===== config.mk =====
export PLATFORM = sky130hd
export DESIGN_NAME = crc_serial_engine
export DESIGN_NICKNAME = d
export VERILOG_FILES = /design/src/rtl/crc_pkg.sv /design/src/rtl/crc_lfsr_step.sv /design/src/rtl/crc_serial_engine.sv
export SDC_FILE = /design/constraint.sdc
export NUM_CORES = 1
export LEC_CHECK = 0
export ABC_CLOCK_PERIOD_IN_PS = 2360
export CAP_MARGIN = 15
export CORE_MARGIN = 4
export CORE_UTILIZATION = 34
export CTS_BUF_LIST = sky130_fd_sc_hd__clkbuf_16
export CTS_CLUSTER_SIZE = 16
export DETAILED_ROUTE_END_ITERATION = 8
export HOLD_SLACK_MARGIN = 0.12
export SYNTH_ARGS = -nofsm -noshare
export SYNTH_HDL_FRONTEND = slang
export SYNTH_SLANG_ARGS = --single-unit

===== constraint.sdc =====
create_clock -name clk -period 2.36 [get_ports clk]
set_input_delay 0.708 -clock clk [delete_from_list [all_inputs] [get_ports clk]]
set_output_delay 0.708 -clock clk [all_outputs]
set_load 0.01 [all_outputs]

===== src/rtl/crc_pkg.sv =====
// Shared types and constants for the serial CRC engine family.
package crc_pkg;

  typedef enum logic [1:0] {
    IDLE,
    SHIFT_MSG,
    SHIFT_CRC,
    DONE
  } crc_state_e;

  localparam logic [8:0]  CRC9_POLY        = 9'h103;
  localparam logic [7:0]  CRC8_POLY        = 8'h07;
  localparam logic [15:0] CRC16_CCITT_POLY = 16'h1021;

  localparam logic MODE_GEN   = 1'b0;
  localparam logic MODE_CHECK = 1'b1;

endpackage


===== src/rtl/crc_lfsr_step.sv =====
// One Galois LFSR step of a CRC: folds a single message bit into the register.
module crc_lfsr_step
  import crc_pkg::*;
#(
  parameter int               CRC_W = 9,
  parameter logic [CRC_W-1:0] POLY  = CRC9_POLY
) (
  input  logic [CRC_W-1:0] lfsr_in,
  input  logic             bit_in,
  output logic [CRC_W-1:0] lfsr_out
);

  logic fb;

  always_comb begin
    fb       = lfsr_in[CRC_W-1] ^ bit_in;
    lfsr_out = {lfsr_in[CRC_W-2:0], 1'b0} ^ (fb ? POLY : '0);
  end

endmodule


===== src/rtl/crc_serial_engine.sv =====
// Bit-serial CRC generator/checker: one bit per clock, start/done handshake,
// result held on crc_out/crc_ok until the next completed operation.
module crc_serial_engine
  import crc_pkg::*;
#(
  parameter int               CRC_W     = 9,
  parameter logic [CRC_W-1:0] POLY      = CRC9_POLY,
  parameter int               MSG_W     = 10,
  parameter logic [CRC_W-1:0] INIT      = '0,
  parameter logic [CRC_W-1:0] XOR_OUT   = '0,
  parameter bit               MSB_FIRST = 1'b1
) (
  input  logic             clk,
  input  logic             reset_n,
  input  logic             start,
  input  logic             mode,
  input  logic [MSG_W-1:0] msg_in,
  input  logic [CRC_W-1:0] crc_in,
  output logic             ready,
  output logic             busy,
  output logic             done,
  output logic [CRC_W-1:0] crc_out,
  output logic             crc_ok
);

  localparam int               CNT_W    = $clog2(MSG_W + CRC_W + 1);
  localparam logic [CNT_W-1:0] MSG_LAST = CNT_W'(MSG_W - 1);
  localparam logic [CNT_W-1:0] CRC_LAST = CNT_W'(CRC_W - 1);

  crc_state_e       state_q, state_d;
  logic [CNT_W-1:0] cnt_q, cnt_d;
  logic [CRC_W-1:0] lfsr_q, lfsr_d;
  logic [CRC_W-1:0] crc_sr_q, crc_sr_d;
  logic [CRC_W-1:0] crc_out_q, crc_out_d;
  logic [MSG_W-1:0] msg_sr_q, msg_sr_d;
  logic             mode_q, mode_d;
  logic             crc_ok_q, crc_ok_d;
  logic [CRC_W-1:0] lfsr_step;
  logic             accept, msg_bit, shift_bit;

  assign accept    = start & ready;
  assign msg_bit   = MSB_FIRST ? msg_sr_q[MSG_W-1] : msg_sr_q[0];
  assign shift_bit = (state_q == SHIFT_CRC) ? crc_sr_q[CRC_W-1] : msg_bit;

  crc_lfsr_step #(
    .CRC_W (CRC_W),
    .POLY  (POLY)
  ) u_step (
    .lfsr_in  (lfsr_q),
    .bit_in   (shift_bit),
    .lfsr_out (lfsr_step)
  );

  always_ff @(posedge clk or negedge reset_n) begin
    if (!reset_n) state_q <= IDLE;
    else          state_q <= state_d;
  end

  always_comb begin
    state_d = state_q;
    case (state_q)
      IDLE, DONE: state_d = start ? SHIFT_MSG : IDLE;
      SHIFT_MSG: if (cnt_q == MSG_LAST)
                   state_d = (mode_q == MODE_CHECK) ? SHIFT_CRC : DONE;
      SHIFT_CRC: if (cnt_q == CRC_LAST) state_d = DONE;
      default:   state_d = IDLE;
    endcase
  end

  always_comb begin
    busy  = (state_q == SHIFT_MSG) || (state_q == SHIFT_CRC);
    ready = ~busy;
    done  = (state_q == DONE);
  end

  // Received CRC is pre-XORed so the check residue is zero for a good frame.
  always_comb begin
    cnt_d     = cnt_q;
    lfsr_d    = lfsr_q;
    msg_sr_d  = msg_sr_q;
    crc_sr_d  = crc_sr_q;
    mode_d    = mode_q;
    crc_out_d = crc_out_q;
    crc_ok_d  = crc_ok_q;
    if (accept) begin
      mode_d   = mode;
      msg_sr_d = msg_in;
      crc_sr_d = crc_in ^ XOR_OUT;
      lfsr_d   = INIT;
      cnt_d    = '0;
    end else if (busy) begin
      lfsr_d = lfsr_step;
      cnt_d  = (state_d != state_q) ? '0 : cnt_q + 1'b1;
      if (state_q == SHIFT_MSG)
        msg_sr_d = MSB_FIRST ? {msg_sr_q[MSG_W-2:0], 1'b0} : {1'b0, msg_sr_q[MSG_W-1:1]};
      else
        crc_sr_d = {crc_sr_q[CRC_W-2:0], 1'b0};
      if (state_d == DONE) begin
        crc_out_d = (mode_q == MODE_CHECK) ? lfsr_step : (lfsr_step ^ XOR_OUT);
        crc_ok_d  = (mode_q == MODE_CHECK) && (lfsr_step == '0);
      end
    end
  end

  always_ff @(posedge clk or negedge reset_n) begin
    if (!reset_n) begin
      cnt_q     <= '0;
      lfsr_q    <= '0;
      msg_sr_q  <= '0;
      crc_sr_q  <= '0;
      mode_q    <= 1'b0;
      crc_out_q <= '0;
      crc_ok_q  <= 1'b0;
    end else begin
      cnt_q     <= cnt_d;
      lfsr_q    <= lfsr_d;
      msg_sr_q  <= msg_sr_d;
      crc_sr_q  <= crc_sr_d;
      mode_q    <= mode_d;
      crc_out_q <= crc_out_d;
      crc_ok_q  <= crc_ok_d;
    end
  end

  assign crc_out = crc_out_q;
  assign crc_ok  = crc_ok_q;

endmodule


After elaboration in Yosys (flattened, before gate mapping) --
Index checks and enable logic that the tools add are counted.
Word-level totals: register bits 46, input bits 23, output and inout bits 13, word-level logic and storage cells 50
Operators by class: add/sub/neg operators 1, eq/ne operators 8, mux-type cells 18, bitwise logic cells 5, reduce and logical (&&, ||, !) cells 10
Operators by type and width (number):
- two-way mux 9 bit | 6
- two-way mux 10 bit | 3
- two-way mux 5 bit | 3
- equality test 5 x 4 -> 1 bit (second input constant) | 2
- zero test 9 bit | 1
- XOR 9 bit | 1
- equality test 2 bit (second input constant) | 3
- one-hot mux 2 bit (3 select lines) | 1
- adder 5 x 1 -> 5 bit (second input constant) | 1
- two-way mux 2 bit | 2
- AND reduction 2 bit | 2
- nonzero test 2 bit | 2
- two-way mux 1 bit | 3
- AND reduction 3 bit | 1
- equality test 2 x 1 -> 1 bit (second input constant) | 1
- zero test 2 bit | 1
- inequality test 2 bit | 1
- inequality test 2 bit (second input constant) | 1
- NOT 1 bit | 2
- OR reduction 2 bit | 1
- bitwise AND 1 bit | 1
- logical AND 1 bit | 1
- logical OR 1 bit | 1
- XOR 1 bit | 1

Depth between registers and ports, before layout --
Gate-level depths: netlist (run 1).
depth in word-level cells 7, gate-level depth with buffers 8, depth with buffers taken out 8

By module --
From an unflattened synthesis (run 1), not the netlist that was laid out.
Second synthesis, totals: cell total of the unflattened synthesis 216, area, all modules 2464.9 µm²
By module, submodules not included:
- crc_serial_engine | instances 1, cells each 206, area each 2356.0 µm², sequential area each 1151.1 µm²
- crc_lfsr_step | instances 1, cells each 10, area each 108.9 µm², sequential area each 0.0 µm²

Worst setup path before layout (run 1) --
OpenSTA, ideal clock, no wires.
kind reg2out, start point register state_q[0], end point output busy, arrival 1.329 ns, data required time 1.652 ns, setup slack 0.323 ns, stages on the path, launching flop included 5, buffers on the path 1, cell sequence dfrtp_1 inv_1 ha_1 inv_1 clkbuf_1
Between the ends: word-level cells in the longest chain between the ends 2, elaborated cells on any way between the ends 3, classes of those cells eq/ne: 2; reduce/logical: 1
RTL lines:
- from (decl) | line crc_serial_engine.sv:30 | crc_state_e state_q, state_d;
- from (signal assigned) | line crc_serial_engine.sv:56 | else state_q <= state_d;
- equality test 2 x 1 -> 1 bit or equality test 2 bit (tied branches) | line crc_serial_engine.sv:71 | busy = (state_q == SHIFT_MSG) || (state_q == SHIFT_CRC);
- logical OR 1 bit (*) | line crc_serial_engine.sv:71
- to (decl) | line crc_serial_engine.sv:20 | output logic busy,
Every way passes the cells marked *; elsewhere a longest branch is shown, timed or not.

Worst setup path in the final report (run 1) --
start point register state_q[0], end point output ready
Between the ends: word-level cells in the longest chain between the ends 3, elaborated cells on any way between the ends 4, classes of those cells eq/ne: 2; bitwise: 1; reduce/logical: 1
RTL lines:
- equality test 2 x 1 -> 1 bit or equality test 2 bit (tied branches) | line crc_serial_engine.sv:71
- logical OR 1 bit (*) | line crc_serial_engine.sv:71
- NOT 1 bit (*) | line crc_serial_engine.sv:72 | ready = ~busy;
- to (decl) | line crc_serial_engine.sv:19 | output logic ready,
Marked as above.

==> results.sh, run 1 <==
export IMPL_endpoint_kind="output port"
export IMPL_r2r_setup_slack_ns=0.31
export IMPL_drv_cap=0
export IMPL_outcome="complete, no violations"
export IMPL_drcViolationCount=0
export IMPL_grt_max_degree=47
export IMPL_ys_async_sr_fraction_pct=100
export IMPL_insertion_delay_ns=0.29
export IMPL_wl_per_cell_microns=13.6
export IMPL_slew_headroom_pct=60.5
export IMPL_totalWireLength_mm=4.80
export IMPL_firstDrtPassIters=4
export IMPL_root_buffer="clkbuf_16"
export IMPL_startpoint_type="flop"
export IMPL_irDropWorstVdd_v=0.000539
export IMPL_syn_inst=216
export IMPL_htree_levels=2
export IMPL_grt_pass1_vias=1696
export IMPL_synth_common_cells="46 x dfrtp_1, 21 x mux2i_1, 17 x a211oi_1, 17 x a21oi_1, 17 x nor2b_1"
export IMPL_critPathKind="reg2out"
export IMPL_finalMaxSlewViolations=0
export IMPL_synthFlopType="dfrtp_1"
export IMPL_post_route_period_util_pct=96.6
export IMPL_worstMarginPinSlew_ns=0.592
export IMPL_leakage_nw=1.32
export IMPL_timing_rr_end="crc_out[1]"
export IMPL_rsz0062_at_grt="no"
export IMPL_cts_sinks=46
export IMPL_clk_pin_slew_worst_paths_ns=0.06
export IMPL_min_path_type="in2async"
export IMPL_syn_mean_instance_area_sq_um=11.2
export IMPL_synth_seq_cells=46
export IMPL_synth_edf_count=0
export IMPL_fp_dieArea_sq_um=8500
export IMPL_skew_ns=0.00284
export IMPL_insertedDiodeCount=0
export IMPL_place_hpwl_mm=3.31
export IMPL_netlist_area_leader_share_pct=47.7
export IMPL_worst_path_max_fanout=5
export IMPL_finalSetupViolCount=0
export IMPL_synth_area_leader_cell="dfrtp_1"
export IMPL_placement_rows=30
export IMPL_fill_cells=670
export IMPL_cellPowerDensity_nw_per_um2=1100
export IMPL_dpl_cell_count=345
export IMPL_nets=287
export IMPL_viasPerCell=4.81
export IMPL_period_minus_slack_ns=2.28
export IMPL_track_usage_pct=12.2
export IMPL_cts_tree="yes"
export IMPL_layout_drive_gt1_share_pct=14.0
export IMPL_vias=1698
export IMPL_post_synth_num_cell_types=38
export IMPL_yosysSeqAreaShare_pct=47.7
export IMPL_r2r_start="state_q[1]"
export IMPL_die_h_microns=92.2
export IMPL_fin_tns_setup_ns=0
export IMPL_max_freq_mhz=438
export IMPL_cp_data_arrival_time_ns=1.57
export IMPL_core_area_sq_um=6830
export IMPL_netlist_area_sq_um=2410
export IMPL_yosys_warnings=0
export IMPL_synth_nets=247
export IMPL_initial_utilization_pct=35.3
export IMPL_antenna_found_initial=0
export IMPL_grt_pass1_wl_mm=8.29
export IMPL_grt_overflow_total=0
export IMPL_worstRegToRegCells=6
export IMPL_cts_buffers=5
export IMPL_ant_nets=0
export IMPL_yosysMostFrequentCell="dfrtp_1"
export IMPL_cts_buffer_depth=2
export IMPL_stdcell_count=353
export IMPL_port_buffers=35
export IMPL_ys_top_cells_by_area="dfrtp_1 48%, mux2i_1 8.7%, a211oi_1 5.3%"
export IMPL_syn_to_final_growth_pct=28.6
export IMPL_worstPathRequired_ns=1.65
export IMPL_drt_iter0_drc=64
export IMPL_io_pins=36
export IMPL_hold_viol_final=0
export IMPL_die_w_microns=92.2
export IMPL_place_congestion=0.824
critical path, cell delays in order (launching register included):
cell             delay, ns
dfrtp_1               0.34
inv_1                 0.08
ha_4                  0.29
clkdlybuf4s50_1       0.57
how the worst max path moves through the flow:
stage	from	slack (ns)	end
global route	state_q[0]	0.007	ready
global placement	state_q[0]	0.26	busy
detailed placement	state_q[0]	0.24	busy
floorplan	state_q[0]	0.32	busy
CTS	state_q[0]	0.06	ready
finish	state_q[0]	0.08	ready
sequential cells by signal, indices dropped and copies added, names as in the netlist:
register	flops
cnt_q	5
mode_q	1
crc_sr_q	9
lfsr_q	9
state_q	2
crc_out	9
crc_ok	1
msg_sr_q	10
cell usage in the layout, fill, tap and decap left out, types with 2 or more instances in the layout:
master / n
clkdlybuf4s50_1: 33
a211oi_1: 17
clkbuf_16: 5
xor2_1: 3
nand3b_1: 2
o31ai_1: 4
a21oi_1: 17
buf_4: 10
xnor2_1: 2
nor2_1: 7
ha_1: 7
nand2_1: 7
mux2i_1: 21
mux2_2: 10
nand3_1: 3
o21ai_0: 4
clkinvlp_4: 2
inv_1: 9
dfrtp_1: 46
nand4_1: 3
a22o_1: 6
nor2b_1: 17
layout make-up:
type | count | area (sq um) | area share, %
multi-input cells | 148 | 1190 | 38.3
flip-flops and latches | 46 | 1150 | 37.1
repair buffers | 46 | 439 | 14.2
clock buffers | 5 | 125 | 4.04
well taps | 96 | 120 | 3.87
clock inverters | 3 | 45.0 | 1.45
inverters | 9 | 33.8 | 1.09
cell families after synthesis:
group                    after synthesis  share of synthesized area (%)
multiplexers                          31                           13.4
AND/OR/NAND/NOR                       46                           11.4
flip-flops                            46                           47.7
XOR/XNOR                               6                           2.75
AO/OA/AOI/OAI                         57                           17.0
buffers and inverters                 22                           3.58
adder cells (fa/ha/maj)                8                           4.15
per-layer routing:
layer / part of all wire (%) / track usage, % / vias up
met5: 0 / 0 / -
met4: 1.6 / 4.83 / 0
met3: 4.3 / 2.63 / 5
met2: 45 / 18.7 / 30
met1: 49 / 16.7 / 799
li1: - / - / 864
power breakdown:
part | switching (mW) | internal, mW | total (mW)
Clock | 0.303 | 0.499 | 0.802
Sequential | 0.206 | 1.05 | 1.26
Combinational | 0.726 | 0.630 | 1.36
stage by stage:
step                      hold WS [ns]  worst slack [ns]  power [mW]  area (sq um)  utilization (%)
after global placement           0.488             0.262        2.61          2920             42.7
after floorplan                  0.412             0.323        2.21          2410                -
after global routing             0.528           0.00744        3.71          3100             45.4
final                            0.502            0.0791        3.42          3100             45.4
after CTS                        0.507            0.0593        3.46          3100             45.4
after detailed placement         0.491             0.240        2.63          2920             42.7
timing repair:
action	CTS	global route
buffers inserted	0	0
gates resized for setup	2	0
hold buffers	0	0
setup endpoints to repair	2	0
Note: power is estimated with default switching activity, not from simulation.
==> run 2: changes to the inputs <==
--- a/config.mk
+++ b/config.mk
@@ -7,6 +7,7 @@
 export LEC_CHECK = 0
 export ABC_CLOCK_PERIOD_IN_PS = 2360
 export CAP_MARGIN = 15
+export CORE_ASPECT_RATIO = 1.1
 export CORE_MARGIN = 4
 export CORE_UTILIZATION = 34
 export CTS_BUF_LIST = sky130_fd_sc_hd__clkbuf_16
==> run 2 against run 1 <==
Against the previous run: non-clock buffer count is 1 lower; sequential power hardly changed; via count is 2.4% higher; register-to-register slack better by 0.02 ns; power is 0.72% lower.
==> results.sh, run 2 (synthesized netlist as in run 1, its figures left out) <==
export IMPL_htree_levels=2
export IMPL_grt_overflow_total=0
export IMPL_outcome="complete, no violations"
export IMPL_syn_to_final_growth_pct=26.9
export IMPL_period_minus_slack_ns=2.25
export IMPL_hold_viol_final=0
export IMPL_worst_path_max_fanout=7
export IMPL_max_freq_mhz=445
export IMPL_firstDrtPassIters=4
export IMPL_wl_per_cell_microns=14.7
export IMPL_layout_drive_gt1_share_pct=13.3
export IMPL_regMostFlops="msg_sr_q"
export IMPL_cts_sinks=46
export IMPL_cts_buffer_depth=2
export IMPL_worstPathRequired_ns=1.65
export IMPL_cellPowerDensity_nw_per_um2=1110
export IMPL_drv_cap=0
export IMPL_holdWs_ns=0.374
export IMPL_nets=286
export IMPL_die_h_microns=96.3
export IMPL_post_route_period_util_pct=95.2
export IMPL_initial_utilization_pct=35.7
export IMPL_drcViolationCount=0
export IMPL_rsz0062_at_grt="no"
export IMPL_grt_max_degree=38
export IMPL_irDropWorstVdd_v=0.000607
export IMPL_die_w_microns=88.3
export IMPL_r2r_setup_slack_ns=0.33
export IMPL_io_pins=36
export IMPL_slew_headroom_pct=54.9
export IMPL_finalPower_mw=3.39
export IMPL_port_buffers=35
export IMPL_min_path_type="in2async"
export IMPL_fin_tns_setup_ns=0
export IMPL_leakage_nw=1.33
export IMPL_final_cell_mix="46 x dfrtp_1, 32 x clkdlybuf4s50_1, 21 x mux2i_1"
export IMPL_root_buffer="clkbuf_16"
export IMPL_antenna_found_initial=0
export IMPL_ant_nets=0
export IMPL_totalWireLength_mm=4.96
export IMPL_ctsHoldBuffers=0
export IMPL_placement_rows=31
export IMPL_clk_pin_slew_worst_paths_ns=0.06
export IMPL_startpoint_type="flop"
export IMPL_cp_data_arrival_time_ns=1.54
export IMPL_track_usage_pct=13.2
export IMPL_grt_pass1_wl_mm=8.75
export IMPL_vias=1739
export IMPL_cts_buffers=5
export IMPL_endpoint_kind="output port"
export IMPL_cts_tree="yes"
export IMPL_critPathKind="reg2out"
export IMPL_worstMarginPinSlew_ns=0.674
export IMPL_skew_ns=0.00549
export IMPL_place_congestion=0.789
export IMPL_core_area_sq_um=6750
export IMPL_final_common_cell="dfrtp_1"
export IMPL_fp_dieArea_sq_um=8500
export IMPL_insertedDiodeCount=0
export IMPL_insertion_delay_ns=0.29
export IMPL_place_hpwl_mm=3.44
export IMPL_drt_iter0_drc=61
export IMPL_finalSetupViolCount=0
export IMPL_grt_pass1_vias=1773
export IMPL_largest_reg_flops=10
export IMPL_finalMaxSlewViolations=0
export IMPL_viasPerCell=5.14
==> run 2: cell count changes in the layout (fill, tap and decap cells not counted) <==
cell	before	now
clkdlybuf4s50_1	33	32
dlygate4sd2_1	1	2
ha_1	7	8
clkinv_2	0	1
inv_6	0	1
clkinvlp_4	2	0
buf_4	10	9
ha_4	1	0
==> run 2: per-layer routing <==
| layer | share of wire, % | vias to the layer above | GRT usage [%] |
|---|---|---|---|
| met5 | 0 | - | 0 |
| met4 | 1.1 | 0 | 3.78 |
| met3 | 3.4 | 5 | 2.91 |
| met2 | 45 | 29 | 19.4 |
| met1 | 50 | 846 | 19.3 |
| li1 | - | 859 | - |
==> run 2: power breakdown <==
group          total, mW  internal (mW)  switching (mW)
clock              0.809          0.502           0.307
combinational       1.33          0.597           0.728
sequential          1.26           1.05           0.206
==> run 2: timing repair <==
action	4_1_cts	5_1_grt
buffers inserted	1	0
resized for setup	2	0
endpoints found under the setup margin	2	0
==> run 2: stage by stage <==
stage               area [sq um]  cells  setup WS [ns]  utilization [%]
finish                      3060    338          0.113             45.3
global route                3060    338         0.0422             45.3
CTS                         3060    338         0.0998             45.3
detailed placement          2890    329          0.197             42.8
global placement            2890    329          0.243             42.8
floorplan                   2410    216          0.323                -
==> run 2: cell type report <==
| class | instances | area [sq um] |
|---|---|---|
| Clock buffer | 5 | 125 |
| Clock inverter | 3 | 43.8 |
| Fill cell | 677 | 3690 |
| Inverter | 9 | 33.8 |
| Multi-Input combinational cell | 148 | 1170 |
| Sequential cell | 46 | 1150 |
| Tap cell | 82 | 103 |
| Timing Repair Buffer | 45 | 430 |
==> run 2: final timing paths <==
check                                 from          end  cells past startpoint
worst max-delay path            state_q[0]         done                      3
worst max register to register  state_q[1]   crc_out[1]                      7
worst min register to register  crc_out[2]   crc_out[2]                      1
worst min-delay path               reset_n  crc_sr_q[3]                      1
min in group clk                crc_out[2]   crc_out[2]                      1
max in group asynchronous          reset_n    lfsr_q[2]                      2
==> run 2: worst max-delay path: stages, from the launching register on <==
cell	delay, ns
dfrtp_1	0.39
buf_4	0.16
ha_1	0.22
clkdlybuf4s50_1	0.48
